`config.mk`:
```
export PLATFORM = sky130hd
export DESIGN_NAME = fp_mac_sequencer
export DESIGN_NICKNAME = d
export VERILOG_FILES = /design/src/rtl/fp_mac_sequencer.sv
export SDC_FILE = /design/constraint.sdc
export NUM_CORES = 1
export LEC_CHECK = 0
export CORE_AREA = 2 2 105 107
export DETAILED_ROUTE_END_ITERATION = 12
export DIE_AREA = 0 0 107 109
export PLACE_DENSITY = 0.87
export SLEW_MARGIN = 15
export SYNTH_ARGS = -nofsm -noshare
export SYNTH_HDL_FRONTEND = slang
export SYNTH_SLANG_ARGS = --single-unit
```
`constraint.sdc`:
```
create_clock -name clk -period 2.6 [get_ports clk]
set_input_delay 0.52 -clock clk [delete_from_list [all_inputs] [get_ports clk]]
set_output_delay 0.52 -clock clk [all_outputs]
set_load 0.02 [all_outputs]
```
`src/rtl/fp_mac_sequencer.sv`:
```
// Drives one FP32 MAC PE through a LEN-pair dot-product job: clear, stream, drain, capture.
// Optional ZERO_SKIP_EN: pairs with a +/-0.0 operand are consumed without pulsing mac_en.
module fp_mac_sequencer #(
  parameter int unsigned LEN_W   = 8,
  parameter int unsigned MAC_LAT = 1
) (
  input  logic             clk,
  input  logic             rst_n,
  input  logic             start,
  input  logic [LEN_W-1:0] len,
  output logic             busy,
  output logic             done,
  output logic [31:0]      result,
  input  logic             in_valid,
  output logic             in_ready,
  input  logic [31:0]      in_a,
  input  logic [31:0]      in_b,
  output logic [31:0]      mac_a,
  output logic [31:0]      mac_b,
  output logic             mac_en,
  output logic             mac_clr,
  input  logic [31:0]      mac_acc
);

  localparam int unsigned CNT_W = (MAC_LAT > 1) ? $clog2(MAC_LAT) : 1;

  typedef enum logic [2:0] {
    S_IDLE,
    S_CLEAR,
    S_RUN,
    S_DRAIN,
    S_DONE
  } state_t;

  state_t           state_q, state_d;
  logic [LEN_W-1:0] rem_q, rem_d;
  logic [CNT_W-1:0] count_q, count_d;
  logic [31:0]      mac_a_q, mac_a_d;
  logic [31:0]      mac_b_q, mac_b_d;
  logic             mac_en_q, mac_en_d;
  logic             done_q, done_d;
  logic [31:0]      result_q, result_d;
  logic             hs;
  logic             pair_live;

  always_ff @(posedge clk) begin
    if (!rst_n) begin
      state_q  <= S_IDLE;
      rem_q    <= '0;
      count_q  <= '0;
      mac_a_q  <= '0;
      mac_b_q  <= '0;
      mac_en_q <= 1'b0;
      done_q   <= 1'b0;
      result_q <= '0;
    end else begin
      state_q  <= state_d;
      rem_q    <= rem_d;
      count_q  <= count_d;
      mac_a_q  <= mac_a_d;
      mac_b_q  <= mac_b_d;
      mac_en_q <= mac_en_d;
      done_q   <= done_d;
      result_q <= result_d;
    end
  end

`ifdef ZERO_SKIP_EN
  assign pair_live = (in_a[30:0] != '0) && (in_b[30:0] != '0);
`else
  assign pair_live = 1'b1;
`endif

  always_comb begin
    state_d  = state_q;
    rem_d    = rem_q;
    count_d  = count_q;
    mac_a_d  = mac_a_q;
    mac_b_d  = mac_b_q;
    mac_en_d = 1'b0;
    done_d   = 1'b0;
    result_d = result_q;
    in_ready = 1'b0;
    mac_clr  = 1'b0;
    hs       = 1'b0;
    busy     = (state_q != S_IDLE);

    case (state_q)
      S_IDLE: begin
        // done_q high means we are in the done-pulse cycle; a start there is dropped.
        if (start && !done_q) begin
          rem_d   = len;
          state_d = S_CLEAR;
        end
      end
      S_CLEAR: begin
        mac_clr = 1'b1;
        state_d = (rem_q != '0) ? S_RUN : S_DONE;
      end
      S_RUN: begin
        in_ready = (rem_q != '0);
        hs       = in_valid && in_ready;
        if (hs) begin
          mac_a_d  = in_a;
          mac_b_d  = in_b;
          mac_en_d = pair_live;
          rem_d    = rem_q - LEN_W'(1);
          if (rem_q == LEN_W'(1)) begin
            state_d = S_DRAIN;
            count_d = '0;
          end
        end
      end
      S_DRAIN: begin
        if (count_q == CNT_W'(MAC_LAT - 1)) begin
          state_d = S_DONE;
        end else begin
          count_d = count_q + CNT_W'(1);
        end
      end
      S_DONE: begin
        result_d = mac_acc;
        done_d   = 1'b1;
        state_d  = S_IDLE;
      end
      default: state_d = S_IDLE;
    endcase
  end

  assign done   = done_q;
  assign result = result_q;
  assign mac_a  = mac_a_q;
  assign mac_b  = mac_b_q;
  assign mac_en = mac_en_q;

endmodule
```
After elaboration in Yosys (flattened, before gate mapping):

Index checks and enable logic that the tools add are counted.

* add/sub/neg operators: 2
* equality and inequality tests: 9
* multiplexer cells: 17
* reductions and logical operators: 13

Operator list (number)
* 8-bit 2-to-1 mux: 2
* 8-bit one-hot mux with 2 select lines: 1
* 3-bit 2-to-1 mux: 5
* 3-bit one-hot mux with 4 select lines: 1
* 8-bit by 1-bit == test with 1-bit output, second input constant: 1
* 2-bit inequality test, second input constant: 4
* 8-bit nonzero test: 1
* 8-bit by 1-bit subtractor with 8-bit output, second input constant: 1
* 1-bit 2-to-1 mux: 7
* 3-bit by 2-bit == test with 1-bit output, second input constant: 2
* 3-bit AND reduction: 2
* 2-bit AND reduction: 2
* 4-bit AND reduction: 1
* 2-bit nonzero test: 2
* 3-bit by 1-bit == test with 1-bit output, second input constant: 1
* 3-bit == test, second input constant: 1
* 3-bit zero test: 1
* 3-bit nonzero test: 1
* 1-bit logical AND: 2
* 1-bit one-hot mux with 2 select lines: 1
* 1-bit adder, second input constant: 1
* 1-bit zero test: 1

* register bits: 110
* input bits: 108
* output and inout bits: 101
* logic and storage cells: 49

Logic depth before layout (Yosys ltp):

Gate-level depths: netlist of the first run.

* depth in word-level cells: 4
* depth in mapped cells: 8
* depth with buffers taken out: 6

Worst setup path before layout of the first run:

Ideal clock, no wire load.

* path kind: reg-to-output
* start point: register state_q[2]
* end point: output port in_ready
* arrival time: 1.629 ns
* required time: 2.080 ns
* slack: 0.451 ns
* stages on the path, launching flop included: 6
* path buffers: 3
* path through: dfxtp_1 clkbuf_1 or3b_2 clkbuf_1 buf_2 a31oi_1

* longest elaborated chain between the ends: 2

Ends and longest elaborated chain
* start, declared: RTL line 35 `state_t state_q, state_d;`
* start signal, assigned: RTL line 57 `state_q <= state_d;`
* 3-bit by 2-bit == test with 1-bit output: RTL line 88 `case (state_q)`
* 1-bit 2-to-1 mux: RTL line 88
* end, declared: RTL line 15 `output logic in_ready,`

No other way between the ends.

Worst setup path after layout of the first run:

* start point: register state_q[0]
* end point: output port mac_clr

* longest elaborated chain between the ends: 2

Ends and longest elaborated chain
* 3-bit by 1-bit == test with 1-bit output: RTL line 88
* 1-bit 2-to-1 mux: RTL line 88
* end, declared: RTL line 21 `output logic mac_clr,`

No other way between the ends.

==> flow_summary_export.csv, run 1 <==
group,metric,value,unit
outcome,status,"completed",
clocking,cts_buffer_depth,2,
worst_setup_path,cp-start-kind,"flip-flop",
pwr,p_int,2498,uW
logic_synthesis,synthFlopType,"dfxtp_1",
global_route,grt_max_degree,64,
logic_synthesis,synthArstFlopShare,0,%
min_path,hold_class,"reg2reg",
sta,period_minus_slack,2.399,ns
routing,drt_wl_total,12230,um
pwr,swShare,28.50,%
placement,gp_congestion,0.8239,
layout,num-fill-cells,871,
global_route,antenna_found_initial,0,
sta,setup_ws,0.2014,ns
clocking,htree_num_levels,3,
clocking,holdBufCountCts,0,
sta,worst_pin_slew,0.7785,ns
sta,max_freq,0.4169,GHz
pwr,ir_worst_vdd,0.0003023,V
logic_synthesis,seq_area_frac_synth,53.28,%
clocking,cts_buffers,9,
sta,finalHoldViolCount,0,
worst_setup_path,crit_arrival,1.88,ns
clocking,cts_tree,"done",
worst_setup_path,path_class,"reg2out",
clocking,clockRootBuffer,"clkbuf_8",
layout,drive_gt1_share,4.219,%
routing,num_vias,4180,
worst_setup_path,worstPathRequired,2.08,ns
floorplanning,die-area,11660,sq um
clocking,clock-sinks,109,
pwr,pwr-share-clk,27.0,%
sta,setup_violations,0,
logic_synthesis,synth_common_cells,"nand2_1 (202), dfxtp_1 (109), a21oi_1 (107), clkbuf_1 (23), nor2_1 (10)",
logic_synthesis,ys_types,37,
sta,rsz0062_at_grt,"false",
logic_synthesis,synth_nets,625,
floorplanning,fp.dieW,107,um
floorplanning,fp.dieH,109,um
floorplanning,row_count,38,
logic_synthesis,syn-cell-area,4095,sq um
global_route,grt_util_all_layers,20.81,%
global_route,overflow,0,
pwr,power,3493,uW
flow_run,maxCapViolCount,0,
layout,final-seq-area,2182,sq um
global_route,grt_pass1_vias,4068,
pwr,pwr-share-comb,21.5,%
sta,finalClockSkew,0.01412,ns
pwr,p_leak,0.002146,uW
logic_synthesis,yosysTopAreaCell,"dfxtp_1",
layout,num-nets-final,817,
worst_setup_path,worst-path-max-fanout,9,
placement,dpl.hpwl,8862,um
pwr,cellPowerDensity,543.3,nW/um^2
routing,vias_per_cell,4.912,
logic_synthesis,synth_edf_count,0,
logic_synthesis,synth_most_common_cell,"nand2_1",
routing,drtPass1Iterations,4,
floorplanning,core_area,10600,sq um
routing,ant_nets,0,
global_route,grt_pass1_wl,19280,um
pwr,seqPwrFrac,51.5,%
logic_synthesis,yosys.area.top_type_share,53.28,%
logic_synthesis,ys_seq_elements,109,
layout,area_delta_synth_final,57.01,%
placement,placedCellCount,835,
sta,whs,0.4558,ns
logic_synthesis,syn_area_per_cell,7.967,sq um
layout,final_cells,851,
clocking,post-cts-setup-buffer-count,0,
worst_setup_path,slowest_delay,0.68,ns
layout,diodes,0,
logic_synthesis,syn_inst,514,
pwr,power_switching,995.7,uW
routing,dr.first_iter.drc_count,320,
routing,drc_errors,0,
worst_setup_path,critPathCaptureType,"output pin",
worst_setup_path,critical_path.cell_chain,"nor3b_1, clkdlybuf4s50_1",
sta,maxSlewViolCount,0,
layout,multi_input_area,1709,sq um
floorplanning,ios,209,
clocking,clkTransAtPathRegs,0.10,ns
worst_setup_path,crit_slowest_cell,"clkdlybuf4s50_1",
sta,fin_crit_sh,92.26,%
placement,dp_slack,0.3675,ns
logic_synthesis,ys_warn_count,0,
routing,post_drt_wl_per_cell,14.37,um
placement,numPortBuffers,208,
sta,setup_tns,0,ns
floorplanning,start_util,38.62,%
logic_synthesis,synthTopCellsByArea,"dfxtp_1 (53%), nand2_1 (19%), a21oi_1 (13%)",
sta,slew-limit-headroom,47.99,%
clocking,clock_latency,0.37,ns
[per-stage QoR]
stage | util, % | instance area, sq um
final | 60.64 | 6430
after global routing | 60.64 | 6430
after CTS | 60.64 | 6430
after detailed placement | 58.98 | 6254
after global placement | 58.98 | 6254
after floorplan | - | 4095
[power by group through the flow]
stage / clock [uW] / combinational [uW] / sequential [uW]
floorplan: 0 / 337 / 1880
global placement: 0 / 724 / 1830
finish: 945 / 750 / 1800
global route: 1050 / 813 / 1810
CTS: 983 / 747 / 1800
detailed placement: 0 / 745 / 1840
[routing by layer]
metal | global-route usage, % | share of wire (%) | vias up
met5 | 0 | 0 | -
met4 | 7.792 | 2.0 | 0
met3 | 5.798 | 6.9 | 21
met2 | 36.49 | 51 | 160
met1 | 24.28 | 40 | 1920
li1 | - | - | 2079
[critical path, delay by kind of cell (launching register included)]
| family | cells | cell delay, ns |
|---|---|---|
| buffers and inverters | 1 | 0.68 |
| AND/OR/NAND/NOR | 1 | 0.37 |
| flip-flops | 1 | 0.46 |
[registers in the layout (all words and copies together) (netlist names)]
name,cells
done,1
mac_a,32
mac_b,32
mac_en,1
rem_q,8
result,32
state_q,3
[cells in the final DEF, fill, tap and decap left out, types with 3 or more instances in the layout]
master             n
nor2_1            10
dfxtp_1          109
clkbuf_8          10
o32ai_1            5
a21oi_1          107
nand2_1          202
buf_4              7
clkdlybuf4s50_1  207
ha_1               3
nor3b_1            4
a31oi_1            4
[final cells by class]
class / instances / area share [%]
Inverter: 3 / 0.1946
Tap cell: 140 / 2.724
Sequential cell: 109 / 33.94
Clock buffer: 12 / 2.257
Clock inverter: 4 / 0.5059
Multi-Input combinational cell: 366 / 26.58
Timing Repair Buffer: 217 / 33.80
[final timing paths]
| kind | startpoint | endpoint | slack [ns] | depth (start not counted) |
|---|---|---|---|---|
| min reg2reg | mac_b[23] | mac_b[23] | 0.46 | 2 |
| min | mac_b[23] | mac_b[23] | 0.46 | 2 |
| max reg2reg | rem_q[0] | rem_q[0] | 0.35 | 7 |
| max | state_q[0] | mac_clr | 0.20 | 2 |
[cells by family (layout without fill, tap and decap cells)]
kind of cell | after synthesis | in the layout | share of synthesized area (%)
AND/OR/NAND/NOR | 234 | 234 | 23.43
AO/OA/AOI/OAI | 129 | 129 | 17.35
adder cells (fa/ha/maj) | 3 | 3 | 0.9167
buffers and inverters | 39 | 236 | 5.011
flip-flops | 109 | 109 | 53.28
[repair_timing]
action | in CTS | in global routing
resized for setup | 1 | 0
hold endpoints to repair | 0 | 0
endpoints found under the setup margin | 1 | 0
(Power assumes the default switching activity.)
==> run 2, diff against run 1 <==
--- a/config.mk
+++ b/config.mk
@@ -5,10 +5,10 @@
 export SDC_FILE = /design/constraint.sdc
 export NUM_CORES = 1
 export LEC_CHECK = 0
-export CORE_AREA = 2 2 105 107
+export CORE_AREA = 2 2 110 112
 export DETAILED_ROUTE_END_ITERATION = 12
-export DIE_AREA = 0 0 107 109
-export PLACE_DENSITY = 0.87
+export DIE_AREA = 0 0 112 114
+export PLACE_DENSITY = 0.83
 export SLEW_MARGIN = 15
 export SYNTH_ARGS = -nofsm -noshare
 export SYNTH_HDL_FRONTEND = slang
==> constraint.sdc (replaced) <==
create_clock -name clk -period 2 [get_ports clk]
set_input_delay 0.4 -clock clk [delete_from_list [all_inputs] [get_ports clk]]
set_output_delay 0.4 -clock clk [all_outputs]
set_load 0.02 [all_outputs]
==> run 2 against run 1 <==
  * Combinational power is 44% higher
  * Flip-flop and latch count unchanged
  * First-iteration DRC count decreased by 7.8%
==> flow_summary_export.csv, run 2 (synthesis results as in run 1) <==
group,metric,value,unit
routing,drtPass1Iterations,5,
sta,slew-limit-headroom,60.37,%
routing,post_drt_wl_per_cell,14.17,um
floorplanning,fp.dieH,114,um
placement,gp_congestion,0.8506,
pwr,cellPowerDensity,749.2,nW/um^2
min_path,hold_depth,2,
routing,drt_wl_total,12400,um
floorplanning,ios,209,
worst_setup_path,cp-start-kind,"flip-flop",
worst_setup_path,reg2reg_from,"rem_q[1]",
routing,dr.first_iter.drc_count,295,
floorplanning,core_area,11710,sq um
pwr,power,5088,uW
min_path,whs_endpoint,"mac_a[0]",
worst_setup_path,crit_arrival,2.14,ns
layout,num-fill-cells,1052,
sta,fin_crit_sh,95.68,%
sta,rsz0062_at_grt,"false",
worst_setup_path,critPathCaptureType,"flip-flop",
sta,finalHoldViolCount,0,
routing,drc_errors,0,
flow_run,maxCapViolCount,0,
sta,period_minus_slack,1.914,ns
placement,numPortBuffers,208,
sta,setup_ws,0.08649,ns
floorplanning,row_count,40,
worst_setup_path,path_class,"reg2reg",
layout,layout_commonest_cell,"clkdlybuf4s50_1",
worst_setup_path,worst-path-max-fanout,35,
min_path,hold_class,"reg2reg",
placement,dp_slack,-0.002147,ns
clocking,holdBufCountCts,0,
global_route,grt_pass1_wl,18960,um
clocking,cts_buffers,9,
layout,diodes,0,
worst_setup_path,crit_path_start,"rem_q[1]",
sta,max_freq,0.5226,GHz
outcome,status,"completed",
clocking,clockRootBuffer,"clkbuf_16",
placement,dpl.hpwl,8572,um
routing,ant_nets,0,
clocking,clock_latency,0.35,ns
sta,setup_violations,0,
clocking,cts_buffer_depth,2,
worst_setup_path,timing.rr.end,"rem_q[1]",
placement,placedCellCount,854,
global_route,grt_max_degree,52,
worst_setup_path,worstPathRequired,2.23,ns
layout,area_delta_synth_final,65.84,%
clocking,htree_num_levels,3,
global_route,grt_pass1_vias,3868,
sta,worst_pin_slew,0.5899,ns
routing,vias_per_cell,4.838,
clocking,clock-sinks,109,
worst_setup_path,reg2reg_depth,7,
layout,num-nets-final,834,
floorplanning,die-area,12770,sq um
layout,final_cells,875,
pwr,ir_worst_vdd,0.0004139,V
sta,finalClockSkew,0.006021,ns
sta,maxSlewViolCount,0,
pwr,p_leak,0.002321,uW
global_route,grt_util_all_layers,18.28,%
clocking,cts_tree,"done",
floorplanning,start_util,34.97,%
layout,drive_gt1_share,8.929,%
clocking,clkTransAtPathRegs,0.07,ns
routing,num_vias,4233,
sta,whs,0.4529,ns
global_route,antenna_found_initial,0,
min_path,hold_start,"mac_a[0]",
layout,mostFrequentLayoutCells,"clkdlybuf4s50_1 (205), nand2_1 (202), dfxtp_1 (107)",
floorplanning,fp.dieW,112,um
worst_setup_path,r2r_slack,0.09,ns
global_route,overflow,0,
==> run 2: changes by cell type in the layout (fill, tap and decap cells not counted), sizes merged <==
| cell | previous run | this run |
|---|---|---|
| inv | 3 | 2 |
| clkdlybuf4s50 | 207 | 205 |
| clkinvlp | 2 | 1 |
| clkbuf | 12 | 15 |
| clkinv | 2 | 4 |
| buf | 9 | 25 |
==> run 2: routing by layer <==
metal | vias up | GRT usage [%] | part of all wire, %
li1 | 2117 | - | -
met1 | 1922 | 23.34 | 44
met2 | 169 | 30.22 | 48
met3 | 25 | 2.869 | 6.0
met4 | 0 | 9.187 | 2.8
met5 | - | 0 | 0
==> run 2: what timing repair did <==
item / in CTS / in global routing
gates resized for setup: 8 / 19
hold endpoints to repair: 0 / 0
setup endpoints to repair: 4 / 30
gates cloned: 0 / 2
buffers inserted: 0 / 3
pin swaps: 0 / 2
==> run 2: worst max-delay path, stage by stage (launching register included) <==
cell and delay, ns:
dfxtp_2 0.34, inv_2 0.07, ha_2 0.19, or4b_4 0.50, o21a_4 0.26, buf_12 0.17, o221ai_1 0.17, a21oi_1 0.09
==> run 2: area by class of cell <==
cell class | instances | area (sq um) | share of cell area, %
Multi-Input combinational cell | 366 | 1760 | 25.92
Timing Repair Buffer | 234 | 2371 | 34.91
Inverter | 3 | 12.51 | 0.1842
Clock inverter | 4 | 22.52 | 0.3316
Tap cell | 147 | 183.9 | 2.708
Clock buffer | 12 | 256.5 | 3.777
Sequential cell | 109 | 2185 | 32.17
==> run 2: power by group <==
part / leakage, uW / switching [uW] / internal (uW) / total [uW]
logic: 0.00130 / 531 / 552 / 1080
registers: 0.000881 / 61.8 / 2270 / 2330
clock network: 0.000138 / 771 / 907 / 1680
==> run 2: stage by stage <==
stage               setup TNS [ns]  area, sq um  util [%]
floorplan                        0         4101         -
global placement                 0         6396     54.62
detailed placement       -0.002147         6396     54.62
CTS                              0         6671     56.97
global route                     0         6792     57.99
finish                           0         6792     57.99
==> run 2: how the worst max path moves through the flow <==
stage                     endpoint  slack (ns)  cells after the start
final                     rem_q[1]        0.09                      7
after detailed placement  rem_q[1]      -0.002                      6
after CTS                     busy        0.01                      3
after global placement    rem_q[1]        0.04                      6
after global routing      rem_q[1]        0.02                      7
after floorplan           in_ready        0.07                      5
